===== src/rtl/ara_pkg.sv =====
// Subset of the Ara vector-unit package that this block depends on:
// the element width and the element type.
package ara_pkg;

  localparam int unsigned ELEN = 64;

  typedef logic [ELEN-1:0] elen_t;

endpackage


===== src/rtl/bc_operand_fanout_pkg.sv =====
// Shared constants for the broadcast operand fanout: consumer slot indices
// and default sizing.
package bc_operand_fanout_pkg;

  localparam int unsigned VmfpuIdx           = 0;
  localparam int unsigned ValuIdx            = 1;
  localparam int unsigned DefaultNrConsumers = 2;
  localparam int unsigned DefaultFifoDepth   = 2;

endpackage


===== src/rtl/stream_fifo.sv =====
// Valid/ready FIFO with synchronous flush. A push into a full FIFO is refused,
// so ready_o is exactly "not full".
module stream_fifo #(
  parameter int unsigned DEPTH = 2,
  parameter type         T     = logic
) (
  input  logic clk_i,
  input  logic rst_ni,
  input  logic flush_i,
  input  T     data_i,
  input  logic valid_i,
  output logic ready_o,
  output T     data_o,
  output logic valid_o,
  input  logic ready_i
);

  localparam int unsigned PtrW = (DEPTH > 1) ? $clog2(DEPTH) : 1;
  localparam int unsigned CntW = $clog2(DEPTH + 1);
  localparam logic [PtrW-1:0] LastPtr = PtrW'(DEPTH - 1);

  T                mem_q [DEPTH];
  logic [PtrW-1:0] rd_ptr_q, wr_ptr_q;
  logic [CntW-1:0] cnt_q;
  logic            push, pop;

  assign ready_o = (cnt_q != CntW'(DEPTH));
  assign valid_o = (cnt_q != '0);
  assign data_o  = mem_q[rd_ptr_q];
  assign push    = valid_i & ready_o;
  assign pop     = valid_o & ready_i;

  always_ff @(posedge clk_i or negedge rst_ni) begin
    if (!rst_ni) begin
      rd_ptr_q <= '0;
      wr_ptr_q <= '0;
      cnt_q    <= '0;
    end else if (flush_i) begin
      rd_ptr_q <= '0;
      wr_ptr_q <= '0;
      cnt_q    <= '0;
    end else begin
      if (push) wr_ptr_q <= (wr_ptr_q == LastPtr) ? '0 : wr_ptr_q + 1'b1;
      if (pop)  rd_ptr_q <= (rd_ptr_q == LastPtr) ? '0 : rd_ptr_q + 1'b1;
      if (push && !pop)      cnt_q <= cnt_q + 1'b1;
      else if (!push && pop) cnt_q <= cnt_q - 1'b1;
    end
  end

  // Storage needs no reset; the pointers and count define what is valid.
  always_ff @(posedge clk_i) begin
    if (push && !flush_i) mem_q[wr_ptr_q] <= data_i;
  end

endmodule


===== src/rtl/bc_operand_fanout.sv =====
// Fans one broadcast element out to the local consumers and the next lane,
// remembering which legs were already served so each sees every element once.
module bc_operand_fanout
  import ara_pkg::*;
  import bc_operand_fanout_pkg::*;
#(
  parameter bit          Lane0       = 1'b0,
  parameter bit          LastLane    = 1'b0,
  parameter int unsigned NrConsumers = DefaultNrConsumers,
  parameter int unsigned FifoDepth   = DefaultFifoDepth
) (
  input  logic                   clk_i,
  input  logic                   rst_ni,
  input  logic                   flush_i,
  input  elen_t                  bc_data_i,
  input  logic                   bc_valid_i,
  output logic                   bc_ready_o,
  output elen_t                  bc_data_o,
  output logic                   bc_valid_o,
  input  logic                   bc_ready_i,
  input  logic [NrConsumers-1:0] cons_en_i,
  output elen_t                  cons_data_o,
  output logic [NrConsumers-1:0] cons_valid_o,
  input  logic [NrConsumers-1:0] cons_ready_i
);

  elen_t                  head_data;
  logic                   head_valid, head_ready;
  logic [NrConsumers-1:0] served_q, served_d, cons_done;
  logic                   fwd_q, fwd_d, fwd_done;

  // Lane 0 is fed by the broadcast buffer, which already holds the element.
  if (Lane0) begin : gen_fall_through
    assign head_data  = bc_data_i;
    assign head_valid = bc_valid_i & rst_ni;
    assign bc_ready_o = head_ready | flush_i;
  end else begin : gen_input_fifo
    stream_fifo #(
      .DEPTH (FifoDepth),
      .T     (elen_t)
    ) i_bc_op_fifo (
      .clk_i   (clk_i),
      .rst_ni  (rst_ni),
      .flush_i (flush_i),
      .data_i  (bc_data_i),
      .valid_i (bc_valid_i),
      .ready_o (bc_ready_o),
      .data_o  (head_data),
      .valid_o (head_valid),
      .ready_i (head_ready)
    );
  end

  always_comb begin
    bc_data_o    = head_data;
    cons_data_o  = head_data;
    cons_valid_o = head_valid ? (cons_en_i & ~served_q) : '0;
    bc_valid_o   = !LastLane && head_valid && !fwd_q;

    cons_done  = ~cons_en_i | served_q | (cons_valid_o & cons_ready_i);
    fwd_done   = LastLane || fwd_q || (bc_valid_o && bc_ready_i);
    head_ready = head_valid && (&cons_done) && fwd_done;

    served_d = served_q;
    fwd_d    = fwd_q;
    // Flush wins over any handshake seen in the same cycle.
    if (flush_i || head_ready) begin
      served_d = '0;
      fwd_d    = 1'b0;
    end else if (head_valid) begin
      served_d = served_q | (cons_valid_o & cons_ready_i);
      fwd_d    = fwd_q | (bc_valid_o & bc_ready_i);
    end
  end

  always_ff @(posedge clk_i or negedge rst_ni) begin
    if (!rst_ni) begin
      served_q <= '0;
      fwd_q    <= 1'b0;
    end else begin
      served_q <= served_d;
      fwd_q    <= fwd_d;
    end
  end

endmodule


===== config.mk =====
export PLATFORM = sky130hd
export DESIGN_NAME = bc_operand_fanout
export DESIGN_NICKNAME = d
export VERILOG_FILES = /design/src/rtl/ara_pkg.sv /design/src/rtl/bc_operand_fanout_pkg.sv /design/src/rtl/stream_fifo.sv /design/src/rtl/bc_operand_fanout.sv
export SDC_FILE = /design/constraint.sdc
export NUM_CORES = 1
export LEC_CHECK = 0
export CAP_MARGIN = 5
export CORE_UTILIZATION = 40
export DETAILED_ROUTE_END_ITERATION = 8
export GPL_TIMING_DRIVEN = 0
export PLACE_DENSITY_LB_ADDON = 0.1
export SETUP_SLACK_MARGIN = 0.1
export SLEW_MARGIN = 15
export SYNTH_ARGS = -nofsm -noshare
export SYNTH_HDL_FRONTEND = slang
export SYNTH_SLANG_ARGS = --single-unit

===== constraint.sdc =====
create_clock -name clk_i -period 5.87 [get_ports clk_i]
set_input_delay 0.587 -clock clk_i [delete_from_list [all_inputs] [get_ports clk_i]]
set_output_delay 0.587 -clock clk_i [all_outputs]
set_load 0.03 [all_outputs]

Word-level counts from Yosys, hierarchy flattened
Memory sizes are Yosys's and may differ from the RTL's.
Index checks and enable logic that the tools add are counted.
{ "totals": {"reg_bits": 7, "mem_bits_rw": 128, "in_bits": 73, "elab_cells": 57, "memories": 1} }
{ "op_classes": {"add_sub_neg": 4, "n_eq_ne": 1, "muxes": 16, "bitwise": 11, "n_reduce_logical": 19} }
{ "mem_list": {"columns": ["memory", "words", "width", "rd", "rd_ports_with_merged_regs", "wr", "line_no", "source"], "rows": [
  ["gen_input_fifo.i_bc_op_fifo.mem_q", 2, 64, 1, 0, 1, "stream_fifo.sv:22", "T mem_q [DEPTH];"]
]} }
{ "op_table": {"columns": ["operator", "count"], "rows": [
  ["$mux 2", 6],
  ["$mux 1", 10],
  ["$reduce_bool 2->1", 4],
  ["$logic_and 1x1->1", 7],
  ["$or 2x2->2", 3],
  ["$and 2x2->2", 2],
  ["$logic_not 1->1", 4],
  ["$not 2->2", 2],
  ["$and 1x1->1", 3],
  ["$reduce_bool 3->1", 1],
  ["$add 1x1->1 const B", 2],
  ["$add 2x1->2 const B", 1],
  ["$logic_or 1x1->1", 2],
  ["$ne 2x2->1 const B", 1],
  ["$reduce_and 2->1", 1],
  ["$sub 2x1->2 const B", 1],
  ["$or 1x1->1", 1]
]} }

Longest topological paths before layout
Gate-level depths: netlist (run 1).
{ "logic_depth": {"ltp_word": 13, "depth_mapped": 4, "ltp_nobuf": 4} }

Modules after synthesis
From an unflattened synthesis (run 1), not the netlist that was laid out.
{ "unflattened": {"cells_unflattened": 307, "area_unflattened_um2": 5496.5} }
{ "by_module_without_submodules": {"columns": ["module", "instances", "cells_each", "area_each_um2", "seq_area_each_um2"], "rows": [
  ["stream_fifo", 1, 225, 4843.4, 3943.8],
  ["bc_operand_fanout", 1, 82, 653.1, 75.1]
]} }

Least setup slack after synthesis (run 1)
No wires, ideal clock.
{ "synth_timing": {"path_kind": "flip-flop to flip-flop", "start": "reg gen_input_fifo.i_bc_op_fifo.cnt_q[1]", "end": "mem gen_input_fifo.i_bc_op_fifo.mem_q[1][0] (netlist bit), enable pin", "setup_ps": 578, "arrival_time_ps": 5608, "path_slack_ps": -316, "path_stages_with_launch": 5, "path_buffers": 0, "period_less_slack_ps": 6186, "path_cell_list": "dfrtp_1 > nor2b_1 > inv_1 > nand2_1 > nor3b_1"} }
{ "synth_between": {"elab_chain_len": 5} }
{ "synth_rtl": {"columns": ["item", "line_no", "source"], "rows": [
  ["start, declared", "stream_fifo.sv:24", "logic [CntW-1:0] cnt_q;"],
  ["start signal, assigned", "stream_fifo.sv:45", "if (push && !pop) cnt_q <= cnt_q + 1'b1;"],
  ["start signal, assigned", "stream_fifo.sv:46", "else if (!push && pop) cnt_q <= cnt_q - 1'b1;"],
  ["$ne 2x2->1", "stream_fifo.sv:27", "assign ready_o = (cnt_q != CntW'(DEPTH));"],
  ["named net bc_ready_o", "bc_operand_fanout.sv:17", "output logic bc_ready_o,"],
  ["$and 1x1->1", "stream_fifo.sv:30", "assign push = valid_i & ready_o;"],
  ["$logic_and 1x1->1", "stream_fifo.sv:52", "if (push && !flush_i) mem_q[wr_ptr_q] <= data_i;"],
  ["$mux 1", "stream_fifo.sv:52", null],
  ["$mux 1 (not written as such)", "stream_fifo.sv:52", null],
  ["end, declared", "stream_fifo.sv:22", null]
]} }
The timed path passes the listed nets, and every way through them passes these cells.

Final worst setup path (run 1)
{ "layout_timing": {"start": "reg gen_input_fifo.i_bc_op_fifo.rd_ptr_q", "end": "out cons_data_o[23]"} }
{ "layout_between": {"elab_chain_len": 1} }
{ "layout_rtl": {"columns": ["item", "line_no", "source"], "rows": [
  ["start, declared", "stream_fifo.sv:23", "logic [PtrW-1:0] rd_ptr_q, wr_ptr_q;"],
  ["start signal, assigned", "stream_fifo.sv:44", "if (pop) rd_ptr_q <= (rd_ptr_q == LastPtr) ? '0 : rd_ptr_q + 1'b1;"],
  ["$mem_v2 2x64", null, null],
  ["end, declared", "bc_operand_fanout.sv:22", "output elen_t cons_data_o,"]
]} }
No other way between the ends.

==> results of run 1 <==
## metal layers
metal	GRT usage, %	share of wire [%]
met5	0	0
met3	4.89	6.6
met4	6.80	1.6
met1	19.8	42
met2	26.4	50
## final cells by class
| type | instances | area, um2 |
|---|---|---|
| multi-input combinational | 101 | 992 |
| clock inverter | 15 | 233 |
| tap | 176 | 220 |
| fill | 978 | 4690 |
| buffer | 73 | 523 |
| clock buffer | 17 | 425 |
| inverter | 2 | 7.51 |
| sequential | 135 | 4020 |
| timing repair buffer | 213 | 2240 |
## path summary, 6_finish.rpt
| check | from | endpoint | slack [ns] | cells after the start |
|---|---|---|---|---|
| max | gen_input_fifo.i_bc_op_fifo.rd_ptr_q$_DFFE_PN0P_ | cons_data_o[23] | 2.83 | 5 |
| min | rst_ni | served_q[0]$_DFFE_PN0P_ | 0.45 | 1 |
| max reg2reg | gen_input_fifo.i_bc_op_fifo.cnt_q[1]$_DFFE_PN0P_ | gen_input_fifo.i_bc_op_fifo.mem_q[0][18]$_DFFE_PP_ | 3.74 | 6 |
| min reg2reg | served_q[1]$_DFFE_PN0P_ | served_q[1]$_DFFE_PN0P_ | 0.60 | 2 |
| max in group asynchronous | rst_ni | fwd_q$_DFFE_PN0P_ | 5.16 | 1 |
| min in group clk_i | served_q[1]$_DFFE_PN0P_ | served_q[1]$_DFFE_PN0P_ | 0.60 | 2 |
## flip-flops by register name, indices dropped and copies added, names as in the netlist
signal and cells:
fwd_q 1, gen_input_fifo.i_bc_op_fifo.cnt_q 2, gen_input_fifo.i_bc_op_fifo.mem_q 128, gen_input_fifo.i_bc_op_fifo.rd_ptr_q 1
gen_input_fifo.i_bc_op_fifo.wr_ptr_q 1, served_q 2
## cell families (layout without fill, tap and decap cells)
family,count (synthesis),in the layout,share of synthesized area [%]
flip-flops,135,135,72.8
buffers and inverters,75,320,9.61
multiplexers,66,66,13.5
AND/OR/NAND/NOR,25,25,2.77
AO/OA/AOI/OAI,10,10,1.29
## power breakdown
group          switching [W]  leakage, nW  total (W)  internal (W)
registers          0.0000133         1.27    0.00112       0.00110
logic               0.000333         1.57   0.000655      0.000322
clock network       0.000378        0.311    0.00117      0.000790
total               0.000725         3.15    0.00294       0.00221
## through the flow
step	total power (W)	cells
after floorplan	0.00152	311
after global placement	0.00177	691
after detailed placement	0.00179	700
after CTS	0.00297	732
after global routing	0.00304	732
final	0.00294	732
## placed cells by master, fill, tap and decap left out, types with 2 or more instances in the layout
| cell | synthesis | routed |
|---|---|---|
| sky130_fd_sc_hd__nor2b_1 | 4 | 4 |
| sky130_fd_sc_hd__inv_1 | 2 | 2 |
| sky130_fd_sc_hd__mux2_2 | 64 | 64 |
| sky130_fd_sc_hd__buf_16 | 0 | 5 |
| sky130_fd_sc_hd__bufinv_16 | 0 | 6 |
| sky130_fd_sc_hd__nor3_1 | 4 | 3 |
| sky130_fd_sc_hd__clkbuf_1 | 2 | 2 |
| sky130_fd_sc_hd__buf_2 | 7 | 7 |
| sky130_fd_sc_hd__nor2_1 | 4 | 4 |
| sky130_fd_sc_hd__dfrtp_1 | 7 | 7 |
| sky130_fd_sc_hd__clkinv_1 | 0 | 3 |
| sky130_fd_sc_hd__nand2_1 | 4 | 4 |
| sky130_fd_sc_hd__buf_8 | 0 | 4 |
| sky130_fd_sc_hd__clkdlybuf4s50_1 | 0 | 204 |
| sky130_fd_sc_hd__nor3b_1 | 3 | 2 |
| sky130_fd_sc_hd__edfxtp_1 | 128 | 128 |
| sky130_fd_sc_hd__clkinv_2 | 0 | 2 |
| sky130_fd_sc_hd__nor3_4 | 1 | 2 |
| sky130_fd_sc_hd__a31oi_1 | 2 | 2 |
| sky130_fd_sc_hd__or3_1 | 2 | 2 |
| sky130_fd_sc_hd__a21oi_1 | 2 | 2 |
| sky130_fd_sc_hd__buf_4 | 64 | 64 |
| sky130_fd_sc_hd__clkbuf_16 | 0 | 17 |
| sky130_fd_sc_hd__clkinvlp_4 | 0 | 3 |
## worst register-to-register path: stages, from the launching register on
cell,delay [ns]
sky130_fd_sc_hd__dfrtp_1,0.43
sky130_fd_sc_hd__nor2b_1,0.17
sky130_fd_sc_hd__inv_1,0.11
sky130_fd_sc_hd__nand2_1,0.15
sky130_fd_sc_hd__nor3_4,0.57
sky130_fd_sc_hd__buf_16,0.23
sky130_fd_sc_hd__buf_16,0.16
==> out/qor.txt, run 1 <==
OUTCOME
-------------------------------------------------------------------------------------
Outcome                                                                  complete, no violations

SYNTHESIS
-------------------------------------------------------------------------------------
Most used flip-flop cell after synthesis                                 sky130_fd_sc_hd__edfxtp_1
Count of warnings emitted by yosys                                                  0
Commonest cells in the synthesized netlist                               sky130_fd_sc_hd__edfxtp_1, sky130_fd_sc_hd__buf_4, sky130_fd_sc_hd__mux2_2
Largest cells by area after synthesis                                    sky130_fd_sc_hd__edfxtp_1, sky130_fd_sc_hd__mux2_2, sky130_fd_sc_hd__buf_4, sky130_fd_sc_hd__dfrtp_1, sky130_fd_sc_hd__buf_2
Post-synth top area cell                                                 sky130_fd_sc_hd__edfxtp_1
FF+latch count, synth                                                             135
Post-synthesis sequential area ratio                                            72.8%
Number of enable-type register cells in the synthesized netlist                   128
Library cells used by synthesis                                                    27
Synthesized instance count                                                        311
Most used standard cell by instance count after synthesis                sky130_fd_sc_hd__edfxtp_1
Average footprint of a synthesized cell                                      17.7 um2
Post-Synthesis Cell Area                                                     5520 um2
Fraction of registers with async set/reset                                      5.19%
Net count after synthesis                                                         384
Proportion of netlist area held by the largest area contributor                 69.6%

JOB
-------------------------------------------------------------------------------------
Number of violations of the max-capacitance limit                                   0

GLOBAL ROUTING
-------------------------------------------------------------------------------------
Vias in the first global route                                                  3,439
Overflow left after global routing                                                  0
Global router's overall resource usage                                          16.1%
Largest net degree at the start of global routing                                  17
Initial antenna violation count                                                     0
First-pass GRT wire length                                                  17,200 um

ROUTING
-------------------------------------------------------------------------------------
Number of remaining DRC errors                                                      0
Wire length per cell                                                          15.0 um
Drt via density                                                                  4.57
Routed vias                                                                     3,344
Routed Wire Length                                                          10,900 um
Antenna-violating nets left                                                         0
Length of the first detailed-routing pass in iterations                             4
First-iteration detailed-routing DRC count                                        166

SETUP PATH
-------------------------------------------------------------------------------------
Worst Setup End Kind                                                      output port
Critical Path Slowest Stage Cell                                         sky130_fd_sc_hd__clkdlybuf4s50_1
Cell Chain, Critical Path                                                buf_2 > buf_2 > mux2_2 > buf_4 > clkdlybuf4s50_1
Kind of start point of the critical path                                         flop
Max Fanout on Critical Path                                                        10
Crit path buf inv count                                                             4
Maximum cell stage delay along the critical path                              0.58 ns
Arrival time at the worst endpoint                                            2.46 ns
Kind of cell adding the most delay to the critical path                  buffers and inverters
Data required time at the worst endpoint                                      5.28 ns
Classification of the worst setup path                                   flop to output port
Most common cell type on the critical path                               sky130_fd_sc_hd__buf_2

STA
-------------------------------------------------------------------------------------
Max-slew violation count                                                            0
Maximum clock frequency                                                       329 MHz
Setup WS post-layout                                                          2.83 ns
Post-route fraction of the period consumed by the critical path                 51.8%
Worst Clk Skew                                                             0.00438 ns
Number of failing setup endpoints in the final timing report                        0
Setup tns final                                                                  0 ns
RSZ-0062 raised after global routing                                            false
Hold_ws                                                                      0.447 ns
Max-Slew Margin vs Limit                                                        54.6%
Number of hold violations in the final report                                       0
Minimum clock period after layout                                             3.04 ns
Worst-margin pin slew                                                        0.679 ns

CLOCK TREE
-------------------------------------------------------------------------------------
Number of levels the H-tree was split into                                          4
Cts repair resizes                                                                  0
Post CTS Setup Buffer Count                                                         0
Cts hold-fix bufs                                                                   0
Root Buffer                                                              sky130_fd_sc_hd__clkbuf_16
Clock-pin slew of the registers on the worst-case setup and hold paths        0.06 ns
Total clock sinks                                                                 135
CTS buffer count                                                                   17
Deepest clock path buffer count                                                     2
TritonCTS clock tree                                                            built
Worst skew pair latency                                                       0.41 ns

FLOORPLANNING
-------------------------------------------------------------------------------------
Overall die width                                                              119 um
I/O pin count                                                                     205
Die area                                                                   14,300 um2
Core outline area                                                          13,300 um2
Initial Util                                                                    41.3%
Die height                                                                     119 um
Number of placement rows                                                           42

PLACE
-------------------------------------------------------------------------------------
Final weighted congestion of routability-driven global placement                0.712
Number of input and output port buffers inserted                                  204
Detailed placer's ending HPWL                                                 7840 um
Minimum setup slack after placement                                           3.15 ns
Post-placement cell area                                                     8000 um2

FINISH
-------------------------------------------------------------------------------------
# nets final                                                                      616
Share of cells above drive strength 1                                           32.4%
Share of the core filled with cells in the final layout                         64.9%
Synthesis-to-layout area growth                                                 56.9%
Antenna diode instance count                                                        0
Finished Cell Area                                                           8660 um2

WORST HOLD PATH
-------------------------------------------------------------------------------------
Worst hold-check path type                                               input pin to asynchronous set/reset pin

POWER
-------------------------------------------------------------------------------------
Pwr Density                                                                339 nW/um2
Leak pwr                                                                      3.15 nW
Max rail drop VDD                                                          0.000184 V

No activity file was read; power rests on OpenSTA's default activity.
==> run 2: changes to the inputs <==
- clock period: 5.87 -> 2.5 ns (I/O delays scaled with it)
==> run 2 against run 1 <==
Against the previous run:
- worst hold slack lost 0.33 ns
- first-iteration DRC count shrank 37%
- largest cell class unchanged
- critical endpoint is now cons_data_o[53]
- critical path depth shrank 1
==> out/qor.txt, run 2 (same netlist as run 1, synthesis figures left out) <==
SETUP PATH
-------------------------------------------------------------------------------------
Max Fanout on Critical Path                                                        10   unchanged
Kind of start point of the critical path                                         flop   unchanged
Arrival time at the worst endpoint                                            2.08 ns   was 2.46 ns
Register-to-register path setup slack                                         0.28 ns   was 3.74 ns
Data required time at the worst endpoint                                      2.25 ns   was 5.28 ns
Launching element of the worst setup path                                gen_input_fifo.i_bc_op_fifo.rd_ptr_q$_DFFE_PN0P_   unchanged
Classification of the worst setup path                                   flop to output port   unchanged
Length in cells of the worst reg-to-reg path                                        7   was 6
Worst reg2reg path startpoint                                            gen_input_fifo.i_bc_op_fifo.cnt_q[1]$_DFFE_PN0P_   unchanged
Worst Setup End Kind                                                      output port   unchanged

ROUTING
-------------------------------------------------------------------------------------
Length of the first detailed-routing pass in iterations                             4   unchanged
Antenna-violating nets left                                                         0   unchanged
Routed vias                                                                     3,302   was 3,344
Wire length per cell                                                          14.8 um   was 15.0 um
Number of remaining DRC errors                                                      0   unchanged
Drt via density                                                                  4.52   was 4.57
First-iteration detailed-routing DRC count                                        104   was 166
Routed Wire Length                                                          10,800 um   was 10,900 um

FINISH
-------------------------------------------------------------------------------------
Count of placed standard cells in the final layout, fillers left out              731   was 732
Finished Cell Area                                                           8480 um2   was 8660 um2
Share of cells above drive strength 1                                           32.3%   was 32.4%
Register with the highest flop count                                     gen_input_fifo.i_bc_op_fifo.mem_q   unchanged
# nets final                                                                      616   unchanged
Synthesis-to-layout area growth                                                 53.7%   was 56.9%
Number of fill cells in the layout                                              1,036   was 978
Leading registers by flop count                                          gen_input_fifo.i_bc_op_fifo.mem_q x128, gen_input_fifo.i_bc_op_fifo.cnt_q x2, served_q x2   unchanged
Commonest cells after routing, fill and taps aside                       sky130_fd_sc_hd__edfxtp_1, sky130_fd_sc_hd__clkdlybuf4s50_1, sky130_fd_sc_hd__dlygate4sd2_1   was sky130_fd_sc_hd__clkdlybuf4s50_1, sky130_fd_sc_hd__edfxtp_1, sky130_fd_sc_hd__mux2_2, sky130_fd_sc_hd__buf_4, sky130_fd_sc_hd__clkbuf_16
Flip-flop count of the largest register after layout                              128   unchanged
FF+latch area                                                                4020 um2   unchanged
Antenna diode instance count                                                        0   unchanged
Area used by multi-input combinational logic                                 1010 um2   was 992 um2
Most common library cell in the layout ignoring fill and taps            sky130_fd_sc_hd__edfxtp_1   was sky130_fd_sc_hd__clkdlybuf4s50_1

STA
-------------------------------------------------------------------------------------
Post-route fraction of the period consumed by the critical path                 93.3%
Max-Slew Margin vs Limit                                                        49.2%   was 54.6%
Worst-margin pin slew                                                        0.759 ns   was 0.679 ns
Number of hold violations in the final report                                       0   unchanged
Worst Clk Skew                                                             0.00708 ns   was 0.00438 ns
Minimum clock period after layout                                             2.33 ns
Number of failing setup endpoints in the final timing report                        0   unchanged
Max-slew violation count                                                            0   unchanged
Maximum clock frequency                                                       429 MHz
RSZ-0062 raised after global routing                                             true   was false

OUTCOME
-------------------------------------------------------------------------------------
Outcome                                                                  complete, no violations   unchanged

FLOORPLANNING
-------------------------------------------------------------------------------------
Number of placement rows                                                           42   unchanged
Initial Util                                                                    41.3%   unchanged
Core outline area                                                          13,300 um2   unchanged
Die height                                                                     119 um   unchanged
I/O pin count                                                                     205   unchanged
Die area                                                                   14,300 um2   unchanged
Overall die width                                                              119 um   unchanged

PLACE
-------------------------------------------------------------------------------------
Number of input and output port buffers inserted                                  204   unchanged
Detailed placer's ending HPWL                                                 7910 um   was 7840 um
Final weighted congestion of routability-driven global placement                0.812   was 0.712
Post-placement cell area                                                     7960 um2   was 8000 um2
Placed insts                                                                      700   unchanged

GLOBAL ROUTING
-------------------------------------------------------------------------------------
Global router's overall resource usage                                          16.1%   about the same
Initial antenna violation count                                                     0   unchanged
Overflow left after global routing                                                  0   unchanged
Largest net degree at the start of global routing                                  17   unchanged
Vias in the first global route                                                  3,483   was 3,439
First-pass GRT wire length                                                  17,100 um   was 17,200 um

CLOCK TREE
-------------------------------------------------------------------------------------
Deepest clock path buffer count                                                     2   unchanged
TritonCTS clock tree                                                            built   unchanged
Root Buffer                                                              sky130_fd_sc_hd__clkbuf_16   unchanged
Number of levels the H-tree was split into                                          4   unchanged
Clock-pin slew of the registers on the worst-case setup and hold paths        0.05 ns   was 0.06 ns
Total clock sinks                                                                 135   unchanged
Cts hold-fix bufs                                                                   0   unchanged
CTS buffer count                                                                   17   unchanged
Worst skew pair latency                                                       0.41 ns   about the same

JOB
-------------------------------------------------------------------------------------
Number of violations of the max-capacitance limit                                   0   unchanged

WORST HOLD PATH
-------------------------------------------------------------------------------------
Worst hold-check path type                                               input pin to asynchronous set/reset pin   unchanged

POWER
-------------------------------------------------------------------------------------
Max rail drop VDD                                                          0.000444 V   was 0.000184 V
Pwr Density                                                                748 nW/um2   was 339 nW/um2
Leak pwr                                                                      3.37 nW   was 3.15 nW

## run 2: changes by cell type in the layout (fill, tap and decap cells not counted), sizes merged
cell / delta
bufinv: -4
clkdlybuf4s50: -98
dlymetal6s2s: +19
dlygate4sd2: +79
clkbuf: +3
## run 2: report_power, final
group          leakage [nW]  internal, W  switching, W
Combinational          1.85     0.000659      0.000777
Sequential             1.27      0.00259     0.0000334
Clock                 0.258      0.00144      0.000839
Total                  3.37      0.00469       0.00165
## run 2: layer usage
layer,global-route usage (%),up-vias,routed length (um),share of wire (%)
li1,-,1568,-,-
met4,6.80,0,182,1.7
met1,18.8,1585,4400,41
met2,27.0,137,5510,51
met5,0,-,0,0
met3,5.22,12,752,6.9
## run 2: final cells by class
cell class / count / share of cell area, %
buffer: 73 / 6.46
clock buffer: 20 / 5.15
clock inverter: 11 / 1.28
inverter: 2 / 0.118
multi-input combinational: 101 / 11.9
sequential: 135 / 47.4
tap: 176 / 2.60
timing repair buffer: 213 / 25.1
## run 2: worst max-delay path: stages, from the launching register on
cell and delay [ns]:
sky130_fd_sc_hd__dfrtp_1 0.39, sky130_fd_sc_hd__buf_4 0.22, sky130_fd_sc_hd__mux2_2 0.36, sky130_fd_sc_hd__buf_4 0.13
sky130_fd_sc_hd__clkdlybuf4s50_1 0.58
## run 2: worst paths after layout
path / to
max: cons_data_o[53]
min: gen_input_fifo.i_bc_op_fifo.cnt_q[0]$_DFFE_PN0P_
max reg2reg: gen_input_fifo.i_bc_op_fifo.mem_q[0][49]$_DFFE_PP_
min reg2reg: fwd_q$_DFFE_PN0P_
max in group asynchronous: gen_input_fifo.i_bc_op_fifo.wr_ptr_q$_DFFE_PN0P_
min in group clk_i: gen_input_fifo.i_bc_op_fifo.mem_q[0][39]$_DFFE_PP_
## run 2: through the flow
stage / power, W / util [%] / worst slack [ns] / setup TNS (ns) / hold slack, ns
5_1_grt: 0.00658 / 63.5 / 0.0806 / 0 / 0.151
6_report: 0.00634 / 63.5 / 0.167 / 0 / 0.116
2_1_floorplan: 0.00357 / - / -0.333 / -33.79 / -0.0456
3_3_place_gp: 0.00417 / 58.6 / -1.61 / -197.73 / 0.541
3_5_place_dp: 0.00421 / 59.6 / -0.142 / -1.83 / 0.557
4_1_cts: 0.00642 / 63.1 / 0.119 / 0 / 0.120
## run 2: timing repair
action,4_1_cts,5_1_grt
buffers inserted,0,0
setup endpoints to repair,97,55
resized for setup,86,21
==> run 3: changes to the inputs <==
- CORE_UTILIZATION: 40 -> 63
- DONT_BUFFER_PORTS: default -> 1
- clock period: 2.5 -> 2.22 ns (I/O delays scaled with it)
==> run 3 against run 2 <==
Against the previous run:
- sequential power grew 13%
- critical path depth is the same
- wire length is 10% higher
- count of clock-buffer cells in the layout decreased by 3
- non-clock buffer count down 128
- final cell count down 27%
- worst setup slack got worse by 0.078 ns
==> out/qor.txt, run 3 (same netlist as run 1, synthesis figures left out) <==
SETUP PATH
-------------------------------------------------------------------------------------
Arrival time at the worst endpoint                                            1.91 ns   was 2.08 ns
Classification of the worst setup path                                   flop to output port   unchanged
Data required time at the worst endpoint                                      2.00 ns   was 2.25 ns
Kind of start point of the critical path                                         flop   unchanged
Max Fanout on Critical Path                                                        10   unchanged
Worst Setup End Kind                                                      output port   unchanged

ROUTING
-------------------------------------------------------------------------------------
Antenna-violating nets left                                                         0   unchanged
Number of remaining DRC errors                                                      0   unchanged
Drt via density                                                                  5.69   was 4.52
Routed Wire Length                                                          11,900 um   was 10,800 um
Wire length per cell                                                          22.4 um   was 14.8 um
Length of the first detailed-routing pass in iterations                             4   unchanged
First-iteration detailed-routing DRC count                                        169   was 104
Routed vias                                                                     3,028   was 3,302

PLACE
-------------------------------------------------------------------------------------
Detailed placer's ending HPWL                                                 6580 um   was 7910 um
Final weighted congestion of routability-driven global placement                0.776   was 0.812
Number of input and output port buffers inserted                                    0   was 204

FINISH
-------------------------------------------------------------------------------------
Leading registers by flop count                                          gen_input_fifo.i_bc_op_fifo.mem_q x128, gen_input_fifo.i_bc_op_fifo.cnt_q x2, served_q x2   unchanged
Synthesis-to-layout area growth                                                 32.3%   was 53.7%
Register with the highest flop count                                     gen_input_fifo.i_bc_op_fifo.mem_q   unchanged
Flip-flop count of the largest register after layout                              128   unchanged
Antenna diode instance count                                                        0   unchanged
Share of the core filled with cells in the final layout                         87.5%   was 63.5%
Most common library cell in the layout ignoring fill and taps            sky130_fd_sc_hd__edfxtp_1   unchanged
Share of cells above drive strength 1                                           44.7%   was 32.3%
Commonest cells after routing, fill and taps aside                       sky130_fd_sc_hd__edfxtp_1, sky130_fd_sc_hd__dlygate4sd3_1, sky130_fd_sc_hd__buf_4   was sky130_fd_sc_hd__edfxtp_1, sky130_fd_sc_hd__clkdlybuf4s50_1, sky130_fd_sc_hd__dlygate4sd2_1
# nets final                                                                      488   was 616

STA
-------------------------------------------------------------------------------------
Post-route fraction of the period consumed by the critical path                 96.0%
Hold_ws                                                                     0.0421 ns   was 0.116 ns
Minimum clock period after layout                                             2.13 ns
Maximum clock frequency                                                       469 MHz
Number of failing setup endpoints in the final timing report                        0   unchanged
Number of hold violations in the final report                                       0   unchanged
Max-Slew Margin vs Limit                                                        57.6%   was 49.2%
RSZ-0062 raised after global routing                                             true   unchanged
Max-slew violation count                                                            0   unchanged
Worst-margin pin slew                                                        0.637 ns   was 0.759 ns
Worst Clk Skew                                                             0.00701 ns   was 0.00708 ns

CLOCK TREE
-------------------------------------------------------------------------------------
Number of levels the H-tree was split into                                          4   unchanged
Clock-pin slew of the registers on the worst-case setup and hold paths        0.06 ns   was 0.05 ns
Root Buffer                                                              sky130_fd_sc_hd__clkbuf_8   was sky130_fd_sc_hd__clkbuf_16
Total clock sinks                                                                 135   unchanged
Worst skew pair latency                                                       0.51 ns   was 0.41 ns
Deepest clock path buffer count                                                     2   unchanged
CTS buffer count                                                                   17   unchanged
TritonCTS clock tree                                                            built   unchanged

GLOBAL ROUTING
-------------------------------------------------------------------------------------
Largest net degree at the start of global routing                                  18   was 17
Overflow left after global routing                                                  0   unchanged
Initial antenna violation count                                                     0   unchanged
Global router's overall resource usage                                          26.1%   was 16.1%
First-pass GRT wire length                                                  16,600 um   was 17,100 um
Vias in the first global route                                                  3,180   was 3,483

FLOORPLANNING
-------------------------------------------------------------------------------------
Number of placement rows                                                           33   was 42
Core outline area                                                            8340 um2   was 13,300 um2
Initial Util                                                                    66.2%   was 41.3%
Die height                                                                    95.6 um   was 119 um
I/O pin count                                                                     205   unchanged
Overall die width                                                             95.6 um   was 119 um
Die area                                                                     9140 um2   was 14,300 um2

POWER
-------------------------------------------------------------------------------------
Overall Power                                                               0.00702 W   was 0.00634 W
Max rail drop VDD                                                          0.000694 V   was 0.000444 V
Pwr Density                                                                961 nW/um2   was 748 nW/um2
Leak pwr                                                                      2.71 nW   was 3.37 nW

WORST HOLD PATH
-------------------------------------------------------------------------------------
Worst hold-check path type                                               input pin to asynchronous set/reset pin   unchanged

OUTCOME
-------------------------------------------------------------------------------------
Outcome                                                                  complete, no violations   unchanged

JOB
-------------------------------------------------------------------------------------
Number of violations of the max-capacitance limit                                   0   unchanged

## run 3: cell count changes in the layout (fill, tap and decap cells not counted), sizes merged, moves of 3 or more
cell	change
dlygate4sd3	+73
clkdlybuf4s50	-106
clkbuf	-3
buf	+3
inv	+3
dlymetal6s2s	-19
dlygate4sd2	-79
## run 3: through the flow
step / std cells / TNS [ns] / worst slack [ns] / instance area (um2)
finish: 532 / 0 / 0.0888 / 7300
global route: 532 / 0 / 0.00590 / 7300
CTS: 532 / 0 / 0.0252 / 7190
detailed placement: 424 / 0 / 0.0413 / 5820
global placement: 416 / -177.18 / -1.48 / 5690
floorplan: 311 / -69.63 / -0.613 / 5560
## run 3: final timing paths
path                                                                   from                                               end  slack, ns  depth (start not counted)
max                        gen_input_fifo.i_bc_op_fifo.rd_ptr_q$_DFFE_PN0P_                                   cons_data_o[32]       0.09                          4
min                                                                  rst_ni                                 fwd_q$_DFFE_PN0P_       0.04                          1
max reg2reg                gen_input_fifo.i_bc_op_fifo.cnt_q[0]$_DFFE_PN0P_                           served_q[1]$_DFFE_PN0P_       0.21                          5
min reg2reg                gen_input_fifo.i_bc_op_fifo.wr_ptr_q$_DFFE_PN0P_  gen_input_fifo.i_bc_op_fifo.wr_ptr_q$_DFFE_PN0P_       0.64                          2
max in group asynchronous                                            rst_ni  gen_input_fifo.i_bc_op_fifo.rd_ptr_q$_DFFE_PN0P_       1.93                          1
min in group clk_i                                          cons_ready_i[1]  gen_input_fifo.i_bc_op_fifo.cnt_q[1]$_DFFE_PN0P_       0.13                          3
## run 3: per-layer routing
metal,share of wire [%],track usage (%),routed length (um)
met1,37,28.7,4420
met5,0,0,0
met3,6.8,8.53,808
met4,1.1,8.71,137
met2,55,47.3,6570
## run 3: worst max-delay path: stages (launching register included)
cell and delay [ns]:
sky130_fd_sc_hd__dfrtp_1 0.38, sky130_fd_sc_hd__buf_6 0.18, sky130_fd_sc_hd__buf_6 0.18, sky130_fd_sc_hd__mux2_2 0.45, sky130_fd_sc_hd__buf_4 0.21
## run 3: cell type report
class                      count  area, um2
clock buffer                  17        414
sequential                   135       4020
multi-input combinational    101       1130
timing repair buffer          85        886
clock inverter                14        153
inverter                       2       10.0
fill                         340       1040
tap                          105        131
buffer                        73        554
## run 3: what timing repair did
item	CTS	global route
setup endpoints to repair	106	54
resized for setup	15	29
endpoints found under the hold margin	142	0
buffers inserted	4	0
pin swaps	1	0
hold buffers	73	0
## run 3: where the power goes
group | leakage [nW] | switching, W | internal, W
sequential | 1.27 | 0.0000483 | 0.00291
clock | 0.267 | 0.00109 | 0.00160
combinational | 1.17 | 0.000866 | 0.000495
